`src/rtl/fp_iter_unit.sv`:
```
// Multi-cycle FP32 add/multiply unit: unpack, align, add, normalise for FADD and
// shift-add mantissa product for FMUL. Rounding is truncation toward zero throughout.
module fp_iter_unit #(
    parameter int unsigned MUL_ITER = 24
) (
    input  logic        clk,
    input  logic        reset,
    input  logic        start,
    input  logic [2:0]  ALUControl,
    input  logic [31:0] SrcA,
    input  logic [31:0] SrcB,
    output logic [31:0] Result,
    output logic [3:0]  Flags,
    output logic        busy,
    output logic        done
);

    typedef enum logic [2:0] {
        StIdle, StUnpack, StAlign, StAdd, StNorm, StMul, StMnorm, StDone
    } state_e;

    state_e      state_q, state_d;
    logic [31:0] srca_q, srca_d, srcb_q, srcb_d;
    logic        is_mul_q, is_mul_d;
    logic        sign_q, sign_d;
    logic        sub_q, sub_d;
    logic [7:0]  exp_q, exp_d;
    logic [23:0] mant_l_q, mant_l_d, mant_s_q, mant_s_d;
    logic [24:0] sum_q, sum_d;
    logic [47:0] acc_q, acc_d;
    logic [4:0]  cnt_q, cnt_d;
    logic [31:0] result_q;
    logic [3:0]  flags_q;
    logic        res_load;
    logic [31:0] res_val;

    logic        sa, sb, a_zero, b_zero, a_ge_b;
    logic [7:0]  ea, eb, diff;
    logic [23:0] ma, mb;
    logic signed [9:0] mexp;
    logic [22:0] mmant;

    assign sa     = srca_q[31];
    assign sb     = srcb_q[31];
    assign ea     = srca_q[30:23];
    assign eb     = srcb_q[30:23];
    assign ma     = {1'b1, srca_q[22:0]};
    assign mb     = {1'b1, srcb_q[22:0]};
    // Exponent zero covers both true zeros and denormals (flushed).
    assign a_zero = (ea == 8'd0);
    assign b_zero = (eb == 8'd0);
    assign a_ge_b = ({ea, ma} >= {eb, mb});
    assign diff   = a_ge_b ? (ea - eb) : (eb - ea);

    assign mexp  = $signed({2'b00, ea}) + $signed({2'b00, eb}) - 10'sd127
                 + $signed({9'd0, acc_q[47]});
    assign mmant = acc_q[47] ? 23'(acc_q >> 24) : 23'(acc_q >> 23);

    always_comb begin
        state_d  = state_q;
        srca_d   = srca_q;
        srcb_d   = srcb_q;
        is_mul_d = is_mul_q;
        sign_d   = sign_q;
        sub_d    = sub_q;
        exp_d    = exp_q;
        mant_l_d = mant_l_q;
        mant_s_d = mant_s_q;
        sum_d    = sum_q;
        acc_d    = acc_q;
        cnt_d    = cnt_q;
        res_load = 1'b0;
        res_val  = 32'd0;
        unique case (state_q)
            StIdle: begin
                if (start && (ALUControl == 3'b100 || ALUControl == 3'b101)) begin
                    srca_d   = SrcA;
                    srcb_d   = SrcB;
                    is_mul_d = ALUControl[0];
                    state_d  = StUnpack;
                end
            end
            StUnpack: begin
                state_d = StDone;
                if (ea == 8'hFF || eb == 8'hFF) begin
                    res_load = 1'b1;
                    res_val  = 32'h7FC0_0000;
                end else if (is_mul_q) begin
                    if (a_zero || b_zero) begin
                        res_load = 1'b1;
                        res_val  = {sa ^ sb, 31'd0};
                    end else begin
                        acc_d   = 48'd0;
                        cnt_d   = 5'd0;
                        state_d = StMul;
                    end
                end else if (a_zero && b_zero) begin
                    res_load = 1'b1;
                    res_val  = 32'd0;
                end else if (a_zero) begin
                    res_load = 1'b1;
                    res_val  = srcb_q;
                end else if (b_zero) begin
                    res_load = 1'b1;
                    res_val  = srca_q;
                end else begin
                    state_d = StAlign;
                end
            end
            StAlign: begin
                sign_d   = a_ge_b ? sa : sb;
                exp_d    = a_ge_b ? ea : eb;
                mant_l_d = a_ge_b ? ma : mb;
                mant_s_d = (diff >= 8'd25) ? 24'd0 : ((a_ge_b ? mb : ma) >> diff);
                sub_d    = sa ^ sb;
                state_d  = StAdd;
            end
            StAdd: begin
                sum_d   = sub_q ? ({1'b0, mant_l_q} - {1'b0, mant_s_q})
                                : ({1'b0, mant_l_q} + {1'b0, mant_s_q});
                state_d = StNorm;
            end
            StNorm: begin
                if (sum_q[24]) begin
                    res_load = 1'b1;
                    res_val  = (exp_q == 8'd254) ? {sign_q, 8'hFF, 23'd0}
                                                 : {sign_q, exp_q + 8'd1, 23'(sum_q >> 1)};
                    state_d  = StDone;
                end else if (sum_q == 25'd0) begin
                    res_load = 1'b1;
                    res_val  = 32'd0;
                    state_d  = StDone;
                end else if (sum_q[23]) begin
                    res_load = 1'b1;
                    res_val  = {sign_q, exp_q, sum_q[22:0]};
                    state_d  = StDone;
                end else begin
                    sum_d = sum_q << 1;
                    exp_d = exp_q - 8'd1;
                    if (exp_q == 8'd1) begin
                        res_load = 1'b1;
                        res_val  = {sign_q, 31'd0};
                        state_d  = StDone;
                    end
                end
            end
            StMul: begin
                acc_d = acc_q + (mb[cnt_q] ? ({24'd0, ma} << cnt_q) : 48'd0);
                cnt_d = cnt_q + 5'd1;
                if (cnt_q == 5'(MUL_ITER - 1)) begin
                    state_d = StMnorm;
                end
            end
            StMnorm: begin
                res_load = 1'b1;
                if (mexp >= 10'sd255) begin
                    res_val = {sa ^ sb, 8'hFF, 23'd0};
                end else if (mexp <= 10'sd0) begin
                    res_val = {sa ^ sb, 31'd0};
                end else begin
                    res_val = {sa ^ sb, mexp[7:0], mmant};
                end
                state_d = StDone;
            end
            StDone: begin
                state_d = StIdle;
            end
            default: begin
                state_d = StIdle;
            end
        endcase
    end

    always_ff @(posedge clk or negedge reset) begin
        if (!reset) begin
            state_q  <= StIdle;
            srca_q   <= 32'd0;
            srcb_q   <= 32'd0;
            is_mul_q <= 1'b0;
            sign_q   <= 1'b0;
            sub_q    <= 1'b0;
            exp_q    <= 8'd0;
            mant_l_q <= 24'd0;
            mant_s_q <= 24'd0;
            sum_q    <= 25'd0;
            acc_q    <= 48'd0;
            cnt_q    <= 5'd0;
            result_q <= 32'd0;
            flags_q  <= 4'd0;
        end else begin
            state_q  <= state_d;
            srca_q   <= srca_d;
            srcb_q   <= srcb_d;
            is_mul_q <= is_mul_d;
            sign_q   <= sign_d;
            sub_q    <= sub_d;
            exp_q    <= exp_d;
            mant_l_q <= mant_l_d;
            mant_s_q <= mant_s_d;
            sum_q    <= sum_d;
            acc_q    <= acc_d;
            cnt_q    <= cnt_d;
            if (res_load) begin
                result_q <= res_val;
                flags_q  <= {res_val[31], (res_val[30:0] == 31'd0), 2'b00};
            end
        end
    end

    assign Result = result_q;
    assign Flags  = flags_q;
    assign busy   = (state_q != StIdle) && (state_q != StDone);
    assign done   = (state_q == StDone);

endmodule

```
`config.mk`:
```
export PLATFORM = sky130hd
export DESIGN_NAME = fp_iter_unit
export DESIGN_NICKNAME = d
export VERILOG_FILES = /design/src/rtl/fp_iter_unit.sv
export SDC_FILE = /design/constraint.sdc
export NUM_CORES = 1
export LEC_CHECK = 0
export BUFFER_PORTS_ARGS = -buffer_cell sky130_fd_sc_hd__buf_2
export CAP_MARGIN = 25
export CORE_UTILIZATION = 60
export DETAILED_ROUTE_END_ITERATION = 10
export PLACE_DENSITY = 0.83
export SETUP_SLACK_MARGIN = 0.05
export SYNTH_ARGS = -nofsm -noshare
export SYNTH_HDL_FRONTEND = slang
export SYNTH_SLANG_ARGS = --single-unit
export TNS_END_PERCENT = 30
```
`constraint.sdc`:
```
create_clock -name clk -period 7.8 [get_ports clk]
set_input_delay 0.78 -clock clk [delete_from_list [all_inputs] [get_ports clk]]
set_output_delay 0.78 -clock clk [all_outputs]
set_load 0.05 [all_outputs]
```
==> impl_results.md <==
- Status: complete, no violations
- Register area share after synthesis: 0.2821
- Root Buffer: clkbuf_16
- Initial drt markers: 2897
- Post-CTS Setup Bufs: 0
- Slew headroom: 0.2744
- Setup Crit Path Kind: register to register
- CTS Hold Bufs: 0
- Longest Clk Path Bufs: 3
- Die ar.: roughly 36000 sq um
- Slew @ Worst Pin: 1087 ps
- Seq cells post-synth: ~240
- CTS tree: done
- Adder-Cell Fraction of Synth Area: 0.08331
- Final net count: 2797
- Clock H-tree levels: 1
- Max Freq: ~160 MHz
- Vias in the first global route: 19.81k
- CTS buffer count: 28
- Max-cap violations: 0
- Hold WC Path Type: input pin to asynchronous set/reset pin
- Starting Density: 0.6087
- Drt first pass iters: 6
- Compound-Gate Fraction of Synth Area: 0.2810
- Reg2reg start: cnt_q[0]
- Via count: between 20k and 25k
- Mux cell area share after synthesis: 0.08373
- Post-synth top area share: 0.2821
- Clk sink count: 237
- Distinct cells, synth: 96
- Final setup viols: 0
- Worst EP required: 8210 ps
- Fin crit period: between 6000 and 7000 ps
- Mapped Avg Cell Area: 8.081 sq um
- Most frequent cells after synthesis: nand2_1, nor2_1, dfrtp_1, o21ai_0, a21oi_1
- Final hold vios: 0
- Share of cells above drive strength 1: 0.1111
- First-pass GRT wire length: approximately 110 mm
- Worst Setup SP: cnt_q[0]
- GRT overflow: 0
- Post-Synth Simple-Gate Area: 0.1820
- Final TNS setup: 0 ps
- Chip width: between 150 and 200 um
- Worst-path clk slew: 60 ps
- IO Port Bufs: 105
- Initial antenna violation count: 3
- Total track usage: 0.4077
- Placed wire-length estimate: 54.41 mm
- Clk_lat worst skew: between 500 and 600 ps
- Cell area after synthesis: between 20000 and 25000 sq um
- Pin count of the biggest net entering global routing: roughly 130
- Antenna viol nets, final: 0
- Async S/R FF share, synth: 1.000
- Synth Area in XOR/XNOR: 0.03666
- IO Count: approximately 110
- Post-route clock period utilization: 0.8238
- Most common cell in the netlist: nand2_1
- CP Max Fanout: 40
- Critical Path Source Type: register
- Main combinational cell family by area after synthesis: compound AO/OA/AOI/OAI gates
- Yosys top cell by area: dfrtp_1
- Chip height: approximately 190 um
- Area delta synth->final: 7.510%
- Residual DRC count: 0
- EDFF count, synth: 0
- Worst Path Arrival: approximately 6800 ps
- Skew final: ~24 ps
- Fillers: 2936
- RePlAce Congestion: around 1.1
- CTS resizes: 0
- Synth area leaders: dfrtp_1, ha_1, nand2_1
- Wire length per cell: between 20 and 25 um
- Mapped Cells: about 2.6k
- CP endpoint kind: register
- Vias per inst: slightly below 7
- Antenna cells: 0
- CORE AREA: ~35000 sq um
- RSZ-0062 raised after global routing: no
- Primary FF master, synth: dfrtp_1
- Slew Limit Fails: 0
- Ys Warns: 0
- Post-Route WL: approximately 74 mm
- Cell Rows: 68
## registers in the layout (all words and copies together), names as in the netlist
name      cells
acc_q        48
Result       32
srca_q       32
srcb_q       32
sum_q        25
mant_l_q     24
mant_s_q     24
exp_q         8
cnt_q         5
state_q       3
Flags         1
is_mul_q      1
sign_q        1
sub_q         1
## final timing paths
check | end | slack, ps | cells past startpoint
max | acc_q[43] | 1370 | 15
min | mant_l_q[23] | 180 | 1
max reg2reg | acc_q[43] | 1370 | 15
min reg2reg | mant_l_q[23] | 480 | 1
max in group asynchronous | acc_q[7] | 6380 | 2
min in group clk | srcb_q[22] | 390 | 3
## metrics by stage
| step | utilization | worst slack [ps] | instance area (sq um) | hold WS (ps) | cells |
|---|---|---|---|---|---|
| final | 0.6544 | 1374 | 22610 | 182.7 | 3065 |
| after global routing | 0.6544 | 833.7 | 22610 | 286.1 | 3065 |
| after CTS | 0.6542 | 1487 | 22600 | 278.7 | 3064 |
| after detailed placement | 0.6276 | 1510 | 21680 | 464.4 | 3014 |
| after global placement | 0.6276 | 1655 | 21680 | 457.1 | 3014 |
| after floorplan | - | 2683 | 21030 | 441.3 | 2603 |
## critical path: stages (launching register included)
cell and delay, ps:
dfrtp_2 940, mux4_2 600, mux4_2 510, nand2b_1 380, and2_1 710, a211oi_1 100
ha_1 400, a21oi_1 200, o21ai_0 170, a2111oi_0 510, o21ai_0 250, o41ai_2 570
o221ai_1 260, a221oi_1 390, xor2_1 180, o21ai_0 80
## layer usage
metal  up-vias  wire (um)  track usage
met2      1360      31080       0.6008
met1     10050      29350       0.5453
met5         -         73      0.01099
met3       242       9765       0.1260
li1       9629          -            -
met4         6       3751       0.1873
## cell families after synthesis
family,after synthesis
compound gates,884
simple gates,838
buf+inv,277
flops,237
mux,140
fa+ha+maj,137
xor+xnor,88
other cells,1
## layout make-up
| class | count | area, sq um | share of cell area |
|---|---|---|---|
| inverters | 103 | 386.6 | 0.01710 |
| clock inverters | 12 | 100.1 | 0.004428 |
| well taps | 455 | 569.3 | 0.02518 |
| clock buffers | 38 | 819.5 | 0.03625 |
| flip-flops and latches | 237 | 5932 | 0.2624 |
| repair buffers | 131 | 743.2 | 0.03288 |
| multi-input cells | 2089 | 14050 | 0.6217 |
## placed cells by master (no fill, tap or decap), drive strengths merged, types with 47 or more instances in the layout
cell type and count:
nand2 296, nor2 249, dfrtp 237, o21ai 225
a21oi 165, ha 132, buf 131, inv 101
mux2i 69, a31oi 63, xnor2 57, nor3 56
nand3 50, mux2 47
Power is left out: the tool's default activity adds up to more than one toggle a clock period on the data nets, which glitch-free logic cannot reach.
